### src/rtl/instr_encoder.sv
// Encodes symbolic instruction requests into 32-bit MIPS words and streams them with byte
// addresses to the instruction-memory loader through a one-deep output register.
module instr_encoder #(
    parameter int ADDR_W    = 10,
    parameter int BASE_ADDR = 0,
    parameter int MAX_WORDS = 256,
    parameter int ERR_W     = 8
) (
    input  logic              clk,
    input  logic              reset,
    input  logic              start,
    input  logic              in_valid,
    output logic              in_ready,
    input  logic [4:0]        in_op,
    input  logic [4:0]        in_rs,
    input  logic [4:0]        in_rt,
    input  logic [4:0]        in_rd,
    input  logic [25:0]       in_imm,
    input  logic              in_last,
    output logic              out_valid,
    input  logic              out_ready,
    output logic [31:0]       out_instr,
    output logic [ADDR_W-1:0] out_addr,
    output logic              busy,
    output logic              done,
    output logic              full,
    output logic              err,
    output logic [ERR_W-1:0]  err_count
);
    localparam int                WC_W   = $clog2(MAX_WORDS + 1);
    localparam logic [WC_W-1:0]   MAX_WC = WC_W'(MAX_WORDS);
    localparam logic [ADDR_W-1:0] BASE   = ADDR_W'(BASE_ADDR);
    localparam logic [ADDR_W-1:0] STEP   = ADDR_W'(4);

    typedef enum logic [1:0] {IDLE, RUN, DONE} state_t;

    state_t            state;
    logic              last_seen;
    logic [ADDR_W-1:0] addr_cnt;
    logic [WC_W-1:0]   word_cnt;

    logic [5:0]  opc;
    logic [5:0]  funct;
    logic        legal;
    logic        is_r;
    logic        is_j;
    logic [31:0] enc_word;

    // Opcode/funct table shared with the main decoder.
    always_comb begin
        opc   = 6'h00;
        funct = 6'h00;
        legal = 1'b1;
        is_r  = 1'b0;
        is_j  = 1'b0;
        case (in_op)
            5'd0:    begin is_r = 1'b1; funct = 6'h20; end
            5'd1:    begin is_r = 1'b1; funct = 6'h22; end
            5'd2:    begin is_r = 1'b1; funct = 6'h24; end
            5'd3:    begin is_r = 1'b1; funct = 6'h25; end
            5'd4:    begin is_r = 1'b1; funct = 6'h2A; end
            5'd5:    opc = 6'h23;
            5'd6:    opc = 6'h2B;
            5'd7:    opc = 6'h08;
            5'd8:    opc = 6'h0C;
            5'd9:    opc = 6'h0D;
            5'd10:   opc = 6'h0A;
            5'd11:   opc = 6'h04;
            5'd12:   opc = 6'h05;
            5'd13:   opc = 6'h07;
            5'd14:   opc = 6'h01;
            5'd15:   opc = 6'h06;
            5'd16:   opc = 6'h03;
            5'd17:   begin is_j = 1'b1; opc = 6'h02; end
            default: legal = 1'b0;
        endcase
        if (is_r) begin
            enc_word = {6'h00, in_rs, in_rt, in_rd, 5'd0, funct};
        end else if (is_j) begin
            enc_word = {opc, in_imm};
        end else begin
            enc_word = {opc, in_rs, in_rt, in_imm[15:0]};
        end
    end

    logic accept;
    logic load;
    logic out_valid_next;
    logic full_next;
    logic last_next;

    assign in_ready       = (state == RUN) && (!out_valid || out_ready) && !last_seen && !full;
    assign accept         = in_valid && in_ready;
    assign load           = accept && legal;
    assign out_valid_next = load || (out_valid && !out_ready);
    assign full_next      = full || (load && ((word_cnt + WC_W'(1)) == MAX_WC));
    assign last_next      = last_seen || (accept && in_last);

    assign busy = (state == RUN);
    assign done = (state == DONE);

    always_ff @(posedge clk or posedge reset) begin
        if (reset) begin
            state     <= IDLE;
            last_seen <= 1'b0;
            addr_cnt  <= BASE;
            word_cnt  <= '0;
            out_valid <= 1'b0;
            out_instr <= '0;
            out_addr  <= '0;
            full      <= 1'b0;
            err       <= 1'b0;
            err_count <= '0;
        end else begin
            err <= 1'b0;
            case (state)
                IDLE, DONE: begin
                    if (start) begin
                        state     <= RUN;
                        addr_cnt  <= BASE;
                        word_cnt  <= '0;
                        full      <= 1'b0;
                        last_seen <= 1'b0;
                    end
                end
                RUN: begin
                    out_valid <= out_valid_next;
                    last_seen <= last_next;
                    full      <= full_next;
                    if (load) begin
                        out_instr <= enc_word;
                        out_addr  <= addr_cnt;
                        addr_cnt  <= addr_cnt + STEP;
                        word_cnt  <= word_cnt + WC_W'(1);
                    end
                    // Illegal ops complete the handshake but emit nothing.
                    if (accept && !legal) begin
                        err <= 1'b1;
                        if (err_count != '1) begin
                            err_count <= err_count + ERR_W'(1);
                        end
                    end
                    if ((last_next || full_next) && !out_valid_next) begin
                        state <= DONE;
                    end
                end
                default: state <= IDLE;
            endcase
        end
    end
endmodule

### config.mk
export PLATFORM = sky130hd
export DESIGN_NAME = instr_encoder
export DESIGN_NICKNAME = d
export VERILOG_FILES = /design/src/rtl/instr_encoder.sv
export SDC_FILE = /design/constraint.sdc
export NUM_CORES = 1
export LEC_CHECK = 0
export ABC_AREA = 1
export ABC_CLOCK_PERIOD_IN_PS = 3700
export CORE_MARGIN = 3
export CORE_UTILIZATION = 48
export DETAILED_ROUTE_END_ITERATION = 7
export PLACE_DENSITY = 0.81
export SYNTH_ARGS = -nofsm -noshare
export SYNTH_HDL_FRONTEND = slang
export SYNTH_SLANG_ARGS = --single-unit
### constraint.sdc
create_clock -name clk -period 3.7 [get_ports clk]
set_input_delay 1.11 -clock clk [delete_from_list [all_inputs] [get_ports clk]]
set_output_delay 1.11 -clock clk [all_outputs]
set_load 0.05 [all_outputs]
==> results.sh, run 1 <==
export IMPL_design_die_area_um2=8690
export IMPL_critPathArrivalTime_ps=2110
export IMPL_avgViaCountPerCell=5.08
export IMPL_final_cell_count_no_fill=653
export IMPL_count_of_vias_placed_by_the_detailed_router=3315
export IMPL_fin_skew_ps=8.86
export IMPL_cts_hold_buf=0
export IMPL_initial_drt_markers=198
export IMPL_initial_drt_pass_iterations=4
export IMPL_async_s_r_ff_share_synth_pct=100
export IMPL_cts_tree="done"
export IMPL_layout_commonest_cell="sky130_fd_sc_hd__nand2_1"
export IMPL_timing_critical_path_from_type="input pin"
export IMPL_layout_area_seq_um2=1750
export IMPL_clock_tree_htree_level_count=3
export IMPL_start_util_pct=49.8
export IMPL_netSwitchingFraction_pct=46.5
export IMPL_share_of_layout_cells_above_drive_strength_1_pct=10.5
export IMPL_clockPowerShare_pct=18.1
export IMPL_layout_setup_ws_ps=484
export IMPL_synthToLayoutAreaGrowth_pct=37.9
export IMPL_port_buffer_count=104
export IMPL_die_w_um=93.2
export IMPL_min_period_over_period_pct=86.9
export IMPL_outcome="complete, no violations"
export IMPL_hold_slack_ps=489
export IMPL_yosys_warnings=0
export IMPL_postCtsResizedCells=0
export IMPL_dpl_cell_count=637
export IMPL_cts_post_setup_buffers_inserted=0
export IMPL_finalHoldViolations=0
export IMPL_p_leak_uw=0.00227
export IMPL_setup_repair_after_global_routing_missed_its_margin="no"
export IMPL_route_detailed_wl_per_inst_um=13.1
export IMPL_irDropWorstVdd_v=0.000634
export IMPL_synth_main_ff_cell="sky130_fd_sc_hd__dfrtp_1"
export IMPL_grt_max_degree=48
export IMPL_place_gp_congestion=0.850
export IMPL_pwr_density_cell_nw_per_um2=827
export IMPL_synthesis_instances=443
export IMPL_maxCapViolCount=0
export IMPL_clk_path_buf_depth=2
export IMPL_sum_of_negative_setup_slack_ps=0
export IMPL_clock_root_buffer="sky130_fd_sc_hd__clkbuf_8"
export IMPL_mappedNetlistArea_um2=3650
export IMPL_synth_edff_count=0
export IMPL_crit_fanout=4
export IMPL_place_hpwl_um=6150
export IMPL_multiInputGateArea_um2=1640
export IMPL_final_cell_mix="sky130_fd_sc_hd__nand2_1, sky130_fd_sc_hd__clkdlybuf4s50_1, sky130_fd_sc_hd__dfrtp_1"
export IMPL_maxSlewHeadroom_pct=63.8
export IMPL_drv_slew=0
export IMPL_clkTransAtPathRegs_ps=70
export IMPL_synth_cell_types=34
export IMPL_top_level_ports=108
export IMPL_antenna_cells_inserted=0
export IMPL_seq_power_share_pct=29.4
export IMPL_number_of_global_route_vias_before_repair=3196
export IMPL_critical_path_endpoint_category="output pin"
export IMPL_worst_pin_slew_ps=541
export IMPL_yosysSeqAreaShare_pct=48.0
export IMPL_finalWirelength_um=8530
export IMPL_detailedPlace_worstSlack_ps=487
export IMPL_grt_pass1_wl_um=14600
export IMPL_cts_buffers=9
export IMPL_antenna_found_initial=0
export IMPL_postSynthRegisterBits=70
export IMPL_drt_drc_violations_left=0
export IMPL_core_region_area_um2=7330
export IMPL_final_min_clock_period_ps=3220
export IMPL_crit_required_ps=2590
export IMPL_n_fill_cell=586
export IMPL_fmax_mhz=311
export IMPL_cts_sinks=70
export IMPL_postRouteAntennaNets=0
export IMPL_finalSetupViolations=0
export IMPL_psw_uw=1930
export IMPL_grt_overflow=0
export IMPL_critPathKind="input pin to output pin"
export IMPL_avgSynthCellArea_um2=8.24
export IMPL_design_final_nets=605
export IMPL_int_pwr_uw=2230
export IMPL_die_h_um=93.2
export IMPL_share_comb_of_total_power_pct=52.5
export IMPL_timing_hold_worst_class="flop to flop"
export IMPL_worstSkewPairLatency_ps=350
export IMPL_rows=31
export IMPL_grtUsageTotal_pct=20.9
==> logic make-up (layout without fill, tap and decap cells) <==
logic type | Yosys count | after routing | share of synthesized area [%]
AO/OA/AOI/OAI | 72 | 72 | 13.8
XOR/XNOR | 14 | 14 | 3.36
adder cells (fa/ha/maj) | 4 | 4 | 1.37
buffers and inverters | 59 | 168 | 7.54
flip-flops | 70 | 70 | 48.0
other | 1 | 3 | 0.103
AND/OR/NAND/NOR | 223 | 223 | 25.9
==> per-layer routing <==
metal	global-route usage [%]	vias up	wire, um
met4	5.25	0	130
li1	-	1649	-
met2	35.5	116	4040
met5	0	-	0
met3	6.68	18	659
met1	25.9	1532	3700
==> path summary, 6_finish.rpt <==
path / end / slack (ps) / cells after the start / startpoint
max in group asynchronous: out_instr[8] / 1880 / 3 / reset
max: in_ready / 480 / 4 / out_ready
min in group asynchronous: out_instr[14] / 1110 / 2 / reset
min: out_instr[27] / 490 / 2 / out_instr[27]
min reg2reg: out_instr[27] / 490 / 2 / out_instr[27]
max reg2reg: err_count[4] / 1750 / 9 / state[1]
==> area by class of cell <==
type	count	area share, %
Clock buffer	9	2.46
Clock inverter	7	2.44
Inverter	40	2.98
Multi-Input combinational cell	316	32.5
Sequential cell	70	34.8
Tap cell	99	2.46
Timing Repair Buffer	112	22.3
==> stage by stage <==
step / cell area, um^2 / power, uW / utilization [%]
finish: 5030 / 4160 / 68.7
global route: 5030 / 4410 / 68.7
CTS: 5030 / 4200 / 68.7
detailed placement: 4790 / 3430 / 65.3
global placement: 4790 / 3380 / 65.3
floorplan: 3660 / 2700 / -
==> worst max-delay path: stages <==
cell and delay (ps):
sky130_fd_sc_hd__clkdlybuf4s50_1 460, sky130_fd_sc_hd__nor2_1 80, sky130_fd_sc_hd__nor4_2 260, sky130_fd_sc_hd__buf_12 190
==> state kept, by name, indices dropped and copies added, names as in the netlist <==
name / flops
out_instr: 31
word_cnt: 9
addr_cnt: 8
err_count: 8
out_addr: 8
state: 2
err: 1
full: 1
last_seen: 1
out_valid: 1
==> Yosys cell counts, types with 4 or more instances <==
master / number / share of area, %
sky130_fd_sc_hd__nor2_2: 5 / 0.86
sky130_fd_sc_hd__xor2_1: 11 / 2.6
sky130_fd_sc_hd__nand3_1: 25 / 3.4
sky130_fd_sc_hd__o31ai_2: 16 / 5.5
sky130_fd_sc_hd__a21oi_1: 10 / 1.4
sky130_fd_sc_hd__ha_1: 4 / 1.4
sky130_fd_sc_hd__buf_6: 4 / 1.2
sky130_fd_sc_hd__nand2_1: 109 / 11
sky130_fd_sc_hd__nor2_1: 62 / 6.4
sky130_fd_sc_hd__o21ai_1: 12 / 1.6
sky130_fd_sc_hd__dfrtp_1: 70 / 48
sky130_fd_sc_hd__o21ai_0: 24 / 3.3
sky130_fd_sc_hd__inv_2: 4 / 0.41
sky130_fd_sc_hd__inv_1: 35 / 3.6
sky130_fd_sc_hd__nand4_1: 8 / 1.4
sky130_fd_sc_hd__nor3_1: 4 / 0.55
sky130_fd_sc_hd__buf_2: 10 / 1.4
==> power groups by stage <==
stage	combinational (uW)	clock [uW]	sequential, uW
after floorplan	748	0	1960
after global placement	2160	0	1220
after detailed placement	2200	0	1230
after CTS	2210	773	1220
after global routing	2340	812	1260
final	2190	753	1220
No activity file was read; power rests on OpenSTA's default activity.
==> run 2: changes to the inputs <==
- ABC_CLOCK_PERIOD_IN_PS: 3700 -> 3500
- GPL_ROUTABILITY_DRIVEN: not set -> 0
- clock period: 3.7 -> 3.5 ns (I/O delays scaled with it)
==> results.sh, run 2 (synthesis gave the netlist of run 1 again) <==
export IMPL_final_min_clock_period_ps=3080
export IMPL_path_buf_inv=2
export IMPL_pwr_density_cell_nw_per_um2=850
export IMPL_outcome="complete, no violations"
export IMPL_critPathArrivalTime_ps=2030
export IMPL_route_detailed_wl_per_inst_um=13.0
export IMPL_timing_hold_worst_class="flop to flop"
export IMPL_crit_fanout=4
export IMPL_sum_of_negative_setup_slack_ps=0
export IMPL_fin_skew_ps=4.32
export IMPL_share_comb_of_total_power_pct=54.6
export IMPL_met3RoutedLength_um=514
export IMPL_postCtsResizedCells=0
export IMPL_finalSetupViolations=0
export IMPL_antenna_cells_inserted=0
export IMPL_registers_top_by_ff_count="out_instr"
export IMPL_die_h_um=93.2
export IMPL_postRouteAntennaNets=0
export IMPL_irDropWorstVdd_v=0.000576
export IMPL_wl_met2_um=4060
export IMPL_drt_drc_violations_left=0
export IMPL_netSwitchingFraction_pct=48.0
export IMPL_crit_path_top_delay_cell="sky130_fd_sc_hd__clkdlybuf4s50_1"
export IMPL_top_layer_used="met4"
export IMPL_holdCritStartpoint="out_addr[4]"
export IMPL_antenna_found_initial=0
export IMPL_worstSkewPairLatency_ps=350
export IMPL_cts_post_setup_buffers_inserted=0
export IMPL_cts_hold_buf=0
export IMPL_count_of_vias_placed_by_the_detailed_router=3294
export IMPL_final_cell_mix="sky130_fd_sc_hd__nand2_1, sky130_fd_sc_hd__clkdlybuf4s50_1, sky130_fd_sc_hd__dfrtp_1"
export IMPL_rows=31
export IMPL_layout_setup_ws_ps=423
export IMPL_critical_path_top_delay_family="buffers and inverters"
export IMPL_share_of_layout_cells_above_drive_strength_1_pct=10.3
export IMPL_clkTransAtPathRegs_ps=70
export IMPL_layout_commonest_cell="sky130_fd_sc_hd__nand2_1"
export IMPL_startpoint="out_ready"
export IMPL_psw_uw=2030
export IMPL_seq_power_share_pct=30.5
export IMPL_critPathMaxStageDelay_ps=460
export IMPL_start_util_pct=49.8
export IMPL_min_period_over_period_pct=87.9
export IMPL_cts_buffers=9
export IMPL_biggestRegsByFlops="out_instr x31, word_cnt x9"
export IMPL_detailedPlace_worstSlack_ps=431
export IMPL_cts_tree="done"
export IMPL_die_w_um=93.2
export IMPL_timing_critical_path_cells="clkdlybuf4s50_1, nor2_1, nor4_2, buf_12"
export IMPL_synthToLayoutAreaGrowth_pct=36.3
export IMPL_finalHoldViolations=0
export IMPL_clock_tree_htree_level_count=3
export IMPL_core_region_area_um2=7330
export IMPL_wirelength_met1_um=3720
export IMPL_crit_required_ps=2450
export IMPL_p_leak_uw=0.00224
export IMPL_worst_pin_slew_ps=540
export IMPL_grtUsageTotal_pct=21.0
export IMPL_design_final_nets=605
export IMPL_setup_repair_after_global_routing_missed_its_margin="no"
export IMPL_final_cell_count_no_fill=653
export IMPL_top_level_ports=108
export IMPL_design_die_area_um2=8690
export IMPL_timing_rr_start="err_count[0]"
export IMPL_initial_drt_markers=152
export IMPL_number_of_global_route_vias_before_repair=3222
export IMPL_grt_max_degree=48
export IMPL_largest_reg_flops=31
export IMPL_clock_root_buffer="sky130_fd_sc_hd__clkbuf_8"
export IMPL_fmax_mhz=325
export IMPL_grt_pass1_wl_um=14500
export IMPL_avgViaCountPerCell=5.04
export IMPL_port_buffer_count=104
export IMPL_timing_critical_path_from_type="input pin"
export IMPL_grt_overflow=0
export IMPL_maxCapViolCount=0
export IMPL_finalWirelength_um=8470
export IMPL_cts_sinks=70
export IMPL_int_pwr_uw=2200
export IMPL_initial_drt_pass_iterations=4
export IMPL_clockPowerShare_pct=15.0
export IMPL_critPathKind="input pin to output pin"
export IMPL_fin_total_pwr_uw=4230
export IMPL_clk_path_buf_depth=2
export IMPL_place_hpwl_um=6270
export IMPL_hold_slack_ps=485
export IMPL_dpl_cell_count=637
export IMPL_drv_slew=0
export IMPL_critical_path_endpoint_category="output pin"
export IMPL_maxSlewHeadroom_pct=63.9
==> run 2: final cells by class <==
class | count | area [um^2]
fillers | 608 | 2350
well taps | 99 | 124
inverters | 40 | 150
clock inverters | 6 | 62.6
clock buffers | 10 | 128
flip-flops and latches | 70 | 1750
repair buffers | 112 | 1120
multi-input cells | 316 | 1640
==> run 2: per-stage QoR <==
| stage | utilization, % | instance area (um^2) |
|---|---|---|
| floorplan | - | 3660 |
| global placement | 65.3 | 4790 |
| detailed placement | 65.3 | 4790 |
| CTS | 67.9 | 4980 |
| global route | 67.9 | 4980 |
| finish | 67.9 | 4980 |
==> run 2: layer usage <==
metal	up-vias	track usage, %
met5	-	0
met4	0	8.79
met3	14	4.91
met2	97	35.2
met1	1533	26.0
li1	1650	-
==> run 2: worst paths after layout <==
path	endpoint	slack, ps	depth (start not counted)
setup / recovery	in_ready	420	4
max in group asynchronous	word_cnt[0]	1820	3
hold reg to reg	out_addr[4]	490	2
min in group asynchronous	out_instr[14]	1060	2
hold / removal	out_addr[4]	490	2
setup reg to reg	err_count[4]	1560	8
==> run 2: power by group through the flow <==
stage                     logic [uW]  registers, uW  clock network [uW]
after floorplan                  791           2070                   0
after global placement          2280           1290                   0
after detailed placement        2320           1300                   0
after CTS                       2330           1290                 647
after global routing            2470           1330                 686
final                           2310           1290                 634
==> run 2: tightest hold or removal path, delay by kind of cell, from the launching register on <==
family / cells / cell delay (ps)
AOI/OAI and AO/OA: 1 / 60
DFF: 1 / 350
and+or+nand+nor: 1 / 50
==> run 3: changes to the inputs <==
- SKIP_CTS_REPAIR_TIMING: not set -> 1
==> results of run 3 <==
Final layout, timing and power as in run 2 (identical DEF).
